<file path="config.mk">
export PLATFORM = sky130hd
export DESIGN_NAME = mem_initiator_flat
export DESIGN_NICKNAME = d
export VERILOG_FILES = /design/src/rtl/mem_initiator_if.sv /design/src/rtl/mem_initiator.sv /design/src/flat_wrapper.sv
export SDC_FILE = /design/constraint.sdc
export NUM_CORES = 1
export LEC_CHECK = 0
export ABC_AREA = 0
export BUFFER_PORTS_ARGS = -buffer_cell sky130_fd_sc_hd__buf_2
export CORE_MARGIN = 4
export CORE_UTILIZATION = 43
export CTS_BUF_LIST = sky130_fd_sc_hd__clkbuf_8
export DETAILED_ROUTE_END_ITERATION = 16
export GPL_TIMING_DRIVEN = 0
export PLACE_DENSITY_LB_ADDON = 0.2
export SLEW_MARGIN = 20
export SYNTH_ARGS = -nofsm -noshare
export SYNTH_HDL_FRONTEND = slang
export SYNTH_SLANG_ARGS = --single-unit
</file>
<file path="constraint.sdc">
create_clock -name clk -period 2.2 [get_ports clk]
set_input_delay 0.11 -clock clk [delete_from_list [all_inputs] [get_ports clk]]
set_output_delay 0.11 -clock clk [all_outputs]
set_load 0.01 [all_outputs]
</file>
<file path="src/rtl/mem_initiator_if.sv">
// mem_initiator_if: core-side burst handshake plus memory port bundle for mem_initiator.
interface mem_initiator_if #(
  parameter int ADDR_W = 5,
  parameter int DATA_W = 8,
  parameter int LEN_W  = 5
);
  logic              req_valid;
  logic              req_ready;
  logic              req_write;
  logic [ADDR_W-1:0] req_addr;
  logic [LEN_W-1:0]  req_len;
  logic [DATA_W-1:0] wdata;
  logic              wdata_valid;
  logic              wdata_ready;
  logic [DATA_W-1:0] rdata;
  logic              rdata_valid;
  logic              done;
  logic              err;
  logic              mem_rd;
  logic              mem_wr;
  logic [ADDR_W-1:0] mem_addr;
  logic [DATA_W-1:0] mem_wdata;
  logic [DATA_W-1:0] mem_rdata;
  modport slave (
    input  req_valid, req_write, req_addr, req_len, wdata, wdata_valid, mem_rdata,
    output req_ready, wdata_ready, rdata, rdata_valid, done, err,
           mem_rd, mem_wr, mem_addr, mem_wdata
  );
  modport master (
    output req_valid, req_write, req_addr, req_len, wdata, wdata_valid, mem_rdata,
    input  req_ready, wdata_ready, rdata, rdata_valid, done, err,
           mem_rd, mem_wr, mem_addr, mem_wdata
  );
endinterface

</file>
<file path="src/rtl/mem_initiator.sv">
// mem_initiator: load/store burst sequencer for a 32x8 synchronous memory.
// Define MEM_INIT_BOUND_CHK_EN to reject bursts running past the top address instead of wrapping.
module mem_initiator #(
  parameter int ADDR_W = 5,
  parameter int DATA_W = 8,
  parameter int LEN_W  = 5
) (
  input  logic           clk,
  input  logic           rst_n,
  mem_initiator_if.slave m
);
  typedef enum logic [1:0] {IDLE, RD, RD_DRAIN, WR} state_t;
  state_t            r_state, w_next;
  logic [ADDR_W-1:0] r_addr;
  logic [LEN_W-1:0]  r_cnt;
  logic              r_rvalid, r_done;
  logic              w_accept, w_bad, w_last, w_step;
  assign w_accept = m.req_valid && r_state == IDLE;
  assign w_last   = r_cnt == '0;
  assign w_step   = m.mem_rd || m.mem_wr;
`ifdef MEM_INIT_BOUND_CHK_EN
  logic r_err;
  assign w_bad = (ADDR_W+1)'(m.req_addr) + (ADDR_W+1)'(m.req_len) > (ADDR_W+1)'(2**ADDR_W - 1);
  always_ff @(posedge clk or negedge rst_n) begin
    if (!rst_n) r_err <= 1'b0;
    else        r_err <= w_accept && w_bad;
  end
  assign m.err = r_err;
`else
  assign w_bad = 1'b0;
  assign m.err = 1'b0;
`endif
  assign m.req_ready   = r_state == IDLE;
  assign m.wdata_ready = r_state == WR;
  assign m.mem_rd      = r_state == RD;
  assign m.mem_wr      = r_state == WR && m.wdata_valid;
  assign m.mem_addr    = r_addr;
  assign m.mem_wdata   = r_state == WR ? m.wdata : {DATA_W{1'b0}};
  assign m.rdata       = m.mem_rdata;
  assign m.rdata_valid = r_rvalid;
  assign m.done        = r_done;
  always_comb begin
    w_next = r_state;
    case (r_state)
      IDLE:     if (w_accept && !w_bad) w_next = m.req_write ? WR : RD;
      RD:       if (w_last) w_next = RD_DRAIN;
      RD_DRAIN: w_next = IDLE;
      WR:       if (m.wdata_valid && w_last) w_next = IDLE;
      default:  w_next = IDLE;
    endcase
  end
  always_ff @(posedge clk or negedge rst_n) begin
    if (!rst_n) r_state <= IDLE;
    else        r_state <= w_next;
  end
  // done is registered off the final strobe so loads align it with the last rdata_valid
  always_ff @(posedge clk or negedge rst_n) begin
    if (!rst_n) begin
      r_addr   <= '0;
      r_cnt    <= '0;
      r_rvalid <= 1'b0;
      r_done   <= 1'b0;
    end else begin
      r_rvalid <= m.mem_rd;
      r_done   <= w_step && w_last;
      if (w_accept) begin
        r_addr <= m.req_addr;
        r_cnt  <= m.req_len;
      end else if (w_step) begin
        r_addr <= r_addr + ADDR_W'(1);
        r_cnt  <= r_cnt - LEN_W'(1);
      end
    end
  end
endmodule
</file>
<file path="src/flat_wrapper.sv">
// flat-port wrapper written by rule: the top's interface ports become plain ports
module mem_initiator_flat 
#(
  parameter int ADDR_W = 5,
  parameter int DATA_W = 8,
  parameter int LEN_W  = 5
)
  (clk, rst_n, m_req_valid, m_req_write, m_req_addr, m_req_len, m_wdata, m_wdata_valid, m_mem_rdata, m_req_ready, m_wdata_ready, m_rdata, m_rdata_valid, m_done, m_err, m_mem_rd, m_mem_wr, m_mem_addr, m_mem_wdata);
  mem_initiator_if #(.ADDR_W(ADDR_W), .DATA_W(DATA_W), .LEN_W(LEN_W)) m_i ();
  input  logic clk;
  input  logic rst_n;
  input wire logic [$bits(m_i.req_valid)-1:0] m_req_valid;
  input wire logic [$bits(m_i.req_write)-1:0] m_req_write;
  input wire logic [$bits(m_i.req_addr)-1:0] m_req_addr;
  input wire logic [$bits(m_i.req_len)-1:0] m_req_len;
  input wire logic [$bits(m_i.wdata)-1:0] m_wdata;
  input wire logic [$bits(m_i.wdata_valid)-1:0] m_wdata_valid;
  input wire logic [$bits(m_i.mem_rdata)-1:0] m_mem_rdata;
  output wire logic [$bits(m_i.req_ready)-1:0] m_req_ready;
  output wire logic [$bits(m_i.wdata_ready)-1:0] m_wdata_ready;
  output wire logic [$bits(m_i.rdata)-1:0] m_rdata;
  output wire logic [$bits(m_i.rdata_valid)-1:0] m_rdata_valid;
  output wire logic [$bits(m_i.done)-1:0] m_done;
  output wire logic [$bits(m_i.err)-1:0] m_err;
  output wire logic [$bits(m_i.mem_rd)-1:0] m_mem_rd;
  output wire logic [$bits(m_i.mem_wr)-1:0] m_mem_wr;
  output wire logic [$bits(m_i.mem_addr)-1:0] m_mem_addr;
  output wire logic [$bits(m_i.mem_wdata)-1:0] m_mem_wdata;
  assign m_i.req_valid = m_req_valid;
  assign m_i.req_write = m_req_write;
  assign m_i.req_addr = m_req_addr;
  assign m_i.req_len = m_req_len;
  assign m_i.wdata = m_wdata;
  assign m_i.wdata_valid = m_wdata_valid;
  assign m_i.mem_rdata = m_mem_rdata;
  assign m_req_ready = m_i.req_ready;
  assign m_wdata_ready = m_i.wdata_ready;
  assign m_rdata = m_i.rdata;
  assign m_rdata_valid = m_i.rdata_valid;
  assign m_done = m_i.done;
  assign m_err = m_i.err;
  assign m_mem_rd = m_i.mem_rd;
  assign m_mem_wr = m_i.mem_wr;
  assign m_mem_addr = m_i.mem_addr;
  assign m_mem_wdata = m_i.mem_wdata;
  mem_initiator #(.ADDR_W(ADDR_W), .DATA_W(DATA_W), .LEN_W(LEN_W)) u_core (.clk(clk), .rst_n(rst_n), .m(m_i));
endmodule
</file>
; After elaboration in Yosys (flattened, before gate mapping)
; Index checks and enable logic that the tools add are counted.
[totals]
regBits = 14
[classes]
n_addsub = 2
n_eq_ne = 6
muxes = 10
n_reduce_logical = 9
[op_table]
columns = operator, n
row1 = 2-to-1 mux 5 bit, 4
row2 = 2-to-1 mux 2 bit, 4
row3 = 2-to-1 mux 8 bit, 1
row4 = one-hot mux 2 bit (4 select lines), 1
row5 = "adder 5 x 1 -> 5 bit, second input constant", 1
row6 = logical NOT 5 bit, 1
row7 = "subtractor 5 x 1 -> 5 bit, second input constant", 1
row8 = "== test 2 bit, second input constant", 2
row9 = logical AND 1 bit, 4
row10 = "!= test 2 x 1 -> 1 bit, second input constant", 2
row11 = AND reduction 3 bit, 1
row12 = "== test 2 x 1 -> 1 bit, second input constant", 1
row13 = logical NOT 2 bit, 1
row14 = "!= test 2 bit, second input constant", 1
row15 = nonzero test 2 bit, 1
row16 = logical OR 1 bit, 1

; Depth between registers and ports, before layout
[depth]
word_depth = 5
ltp_mapped = 6

; Least setup slack after synthesis
; OpenSTA, ideal clock, no wires.
[synth_path]
path_kind = register to register
start = reg u_core.r_cnt[0]
end = reg u_core.r_cnt[4]
t_arrival_ns = 1.443
slack_ns = 0.633
stages_incl_launch_ff = 6
n_path_buf = 0
cell_sequence = dfrtp_1 -> inv_1 -> ha_1 -> or3b_1 -> o311a_1 -> a211o_1
[synth_via]
elab_chain_cells = 3
[synth_rtl]
columns = item, line_no
row1 = "start, declared", mem_initiator.sv:15  ; logic [LEN_W-1:0] r_cnt;
row2 = "start signal, assigned", mem_initiator.sv:68  ; r_cnt <= m.req_len;
row3 = "start signal, assigned", mem_initiator.sv:71  ; r_cnt <= r_cnt - LEN_W'(1);
row4 = subtractor 5 x 1 -> 5 bit, mem_initiator.sv:71
row5 = 2-to-1 mux 5 bit, mem_initiator.sv:69  ; end else if (w_step) begin
row6 = 2-to-1 mux 5 bit, mem_initiator.sv:66  ; if (w_accept) begin
; Every way passes these cells. The select of a mux whose other input is x is not followed.
; A chain may end at the register's enable or synchronous reset.

; Worst setup path after layout
; Same ends and word-level chain as after synthesis.

==> impl_metrics.py <==
metrics = {
    "run_status": {
        "status": "completed",
    },
    "setup_path": {
        "cp_top_family": "compound AO/OA/AOI/OAI gates",
        "cp_num_buf_inv": 1,
        "crit_chain": "inv_1 > ha_1 > or3b_1 > o311a_1 > a211o_1",
        "crit_arrival_ns": 1.85,
        "max_stage_delay_ns": 0.40,
        "path_class": "flip-flop to flip-flop",
        "reg2reg_from": "u_core.r_cnt[0]",
        "path_max_fanout": 3,
        "cp.required_ns": 2.33,
        "r2r_slack_ns": 0.48,
        "r2r_cells": 5,
        "worst_r2r_endpoint": "u_core.r_cnt[4]",
        "slowest_stage": "dfrtp_1",
        "end_kind": "flip-flop",
        "critPathLaunchType": "flip-flop",
    },
    "drt": {
        "drc_errors": 0,
        "drt_iter0_markers": 11,
        "viasPerCell": 5.059,
        "drt.antenna.violating_nets": 0,
        "wl_met1_um": 959,
        "routed_wl_um": 2378,
        "wl_met3_um": 216,
        "dr_total_vias": 941,
        "wl_per_cell_um": 12.78,
        "met2_length_um": 1199,
        "top_layer": "met4",
        "dr.pass1.iters": 4,
    },
    "synthesis": {
        "syn_nets": 138,
        "synth_edf_count": 0,
        "syn_inst": 105,
        "synth-seq-area-share_pct": 38.46,
        "ys_seq_elements": 14,
        "synth_cell_types": 32,
        "ys.flop_type": "dfrtp_1",
        "netlist_area_sq_um": 910.9,
        "yosysWarnings": 0,
        "avgSynthCellArea_sq_um": 8.675,
        "synthArstFlopShare_pct": 100.0,
    },
    "placed_design": {
        "place_congestion": 0.7466,
        "hpwl_um": 1834,
        "io_buffers": 49,
    },
    "pwr": {
        "vdd_ir_drop_max_uv": 724.2,
        "power.leakage_uw": 0.0006709,
        "power_uw": 1576,
        "p_per_area_nw_per_um2": 1256,
    },
    "clock_tree": {
        "cts_max_level": 1,
        "cts_buffer_depth": 2,
        "cts_root_buf": "clkbuf_8",
        "clk_pin_slew_worst_paths_ns": 0.06,
        "postCtsSetupBuffers": 0,
        "cts.sinks": 14,
        "cts_made_buffers": 3,
        "cts_hold_buffers": 1,
        "insertion_delay_ns": 0.24,
        "cts_tree": "done",
        "ctsResizeCount": 0,
    },
    "grt": {
        "grt_max_degree": 15,
        "grtUsageTotal_pct": 17.27,
        "grt_pass1_vias": 852,
        "grt_pass1_wl_um": 3670,
        "antenna_found_initial": 0,
        "grt_overflow_total": 0,
    },
    "worst_hold_path": {
        "worstHoldEndpoint": "u_core.r_cnt[1]",
        "hp-class": "input port to flip-flop",
        "worstHoldStart": "m_req_len[1]",
        "worstHoldPathCells": 3,
    },
    "final_layout": {
        "final_layout_size_suffix_gt1_share_pct": 42.14,
        "n_antenna_cell": 0,
        "synthToLayoutAreaGrowth_pct": 37.77,
        "nNetsFinal": 193,
    },
    "floorplanning": {
        "num_rows": 16,
        "initial_core_util_pct": 45.96,
        "ios": 59,
        "die_area_sq_um": 2919,
        "die_h_um": 54.03,
        "die_x_um": 54.03,
        "core_area_sq_um": 1982,
    },
    "sta": {
        "period_needed_ns": 1.721,
        "hold_viol_final": 0,
        "setup_viol": 0,
        "fin_setup_tns_ns": 0,
        "rsz0062_at_grt": "false",
        "slew_violations": 0,
        "min_period_over_period_pct": 78.21,
        "fin_skew_ns": 0.001543,
        "relSlewSlack_pct": 65.67,
        "worst_pin_slew_ns": 0.5139,
        "timing.fmax_mhz": 581.2,
    },
    "job": {
        "max_cap_violations": 0,
    },
}
[registers in the layout (all words and copies together) (netlist names)]
name	flops
u_core.r_cnt	5
u_core.m.rdata_valid	1
u_core.m.done	1
u_core.r_state	2
u_core.m.mem_addr	5
[how the worst max path moves through the flow]
stage / from / to / slack (ns) / cells after the start
floorplan: u_core.r_cnt[0] / u_core.r_cnt[4] / 0.63 / 5
global placement: u_core.r_cnt[0] / u_core.r_cnt[4] / 0.57 / 5
detailed placement: u_core.r_cnt[0] / u_core.r_cnt[4] / 0.53 / 5
CTS: u_core.r_state[0] / m_mem_wr / 0.48 / 4
global route: u_core.r_state[0] / m_mem_wr / 0.30 / 4
finish: u_core.r_cnt[0] / u_core.r_cnt[4] / 0.48 / 5
[report_power, final]
part	leakage (uW)	internal, uW	switching, uW
registers	0.000167	387	102
logic	0.000475	382	454
clock network	0.0000288	158	92.2
total	0.000671	928	648
[area by class of cell]
| class | instances | area (sq um) |
|---|---|---|
| Buffer | 17 | 107.6 |
| Clock buffer | 4 | 55.05 |
| Fill cell | 182 | 726.9 |
| Inverter | 3 | 11.26 |
| Multi-Input combinational cell | 71 | 441.7 |
| Sequential cell | 14 | 350.3 |
| Tap cell | 27 | 33.78 |
| Timing Repair Buffer | 50 | 255.2 |
[metal layers]
metal / GRT usage [%] / vias to the layer above
met5: 0 / -
met4: 1.245 / 0
met3: 5.263 / 2
met2: 32.06 / 44
met1: 20.14 / 410
li1: - / 485
[cell usage in the layout (no fill, tap or decap), drive strengths merged, types with 2 or more instances in the layout]
cell type / instances
a31oi: 7
or3b: 2
or4: 2
nand2: 4
or3: 4
nor2: 9
o21ai: 5
a21oi: 3
nand3: 4
ha: 2
and3: 12
dfrtp: 14
buf: 61
inv: 3
clkbuf: 9
o31ai: 3
[Yosys cell counts, types with 2 or more instances]
master / number / area share (%)
buf_2: 2 / 1.1
a21oi_1: 3 / 1.6
and3_1: 12 / 8.2
buf_4: 9 / 7.4
o21ai_0: 5 / 2.7
nand2_1: 4 / 1.6
clkbuf_1: 5 / 2.1
or3_1: 4 / 2.7
a31oi_1: 7 / 4.8
or3b_1: 2 / 1.9
ha_1: 2 / 2.7
nand3_1: 4 / 2.2
dfrtp_1: 14 / 38
or4_1: 2 / 1.6
inv_1: 3 / 1.2
o31ai_1: 3 / 2.5
nor2_1: 9 / 3.7
[through the flow]
stage	worst slack, ns	utilization [%]	hold slack [ns]	cells	cell area, sq um
after CTS	0.4761	63.32	0.08109	186	1255
after floorplan	0.6331	-	-0.1856	105	910.9
final	0.4793	63.32	0.08597	186	1255
after global placement	0.5698	60.04	0.02525	181	1190
after global routing	0.3027	63.32	0.09244	186	1255
after detailed placement	0.5349	60.04	0.02668	181	1190
[kinds of logic after synthesis]
logic type / after synthesis / share of synthesized area (%)
and+or+nand+nor: 46 / 29.67
AOI/OAI and AO/OA: 22 / 15.66
buffers and inverters: 20 / 13.05
DFF: 14 / 38.46
adders and majority gates: 2 / 2.747
other: 1 / 0.4117
[worst min-delay path, delay by kind of cell]
kind,cells,cell delay [ns]
AO/OA/AOI/OAI,1,0.06
AND/OR/NAND/NOR,1,0.04
buffers and inverters,1,0.08
No activity file was read; power rests on OpenSTA's default activity.
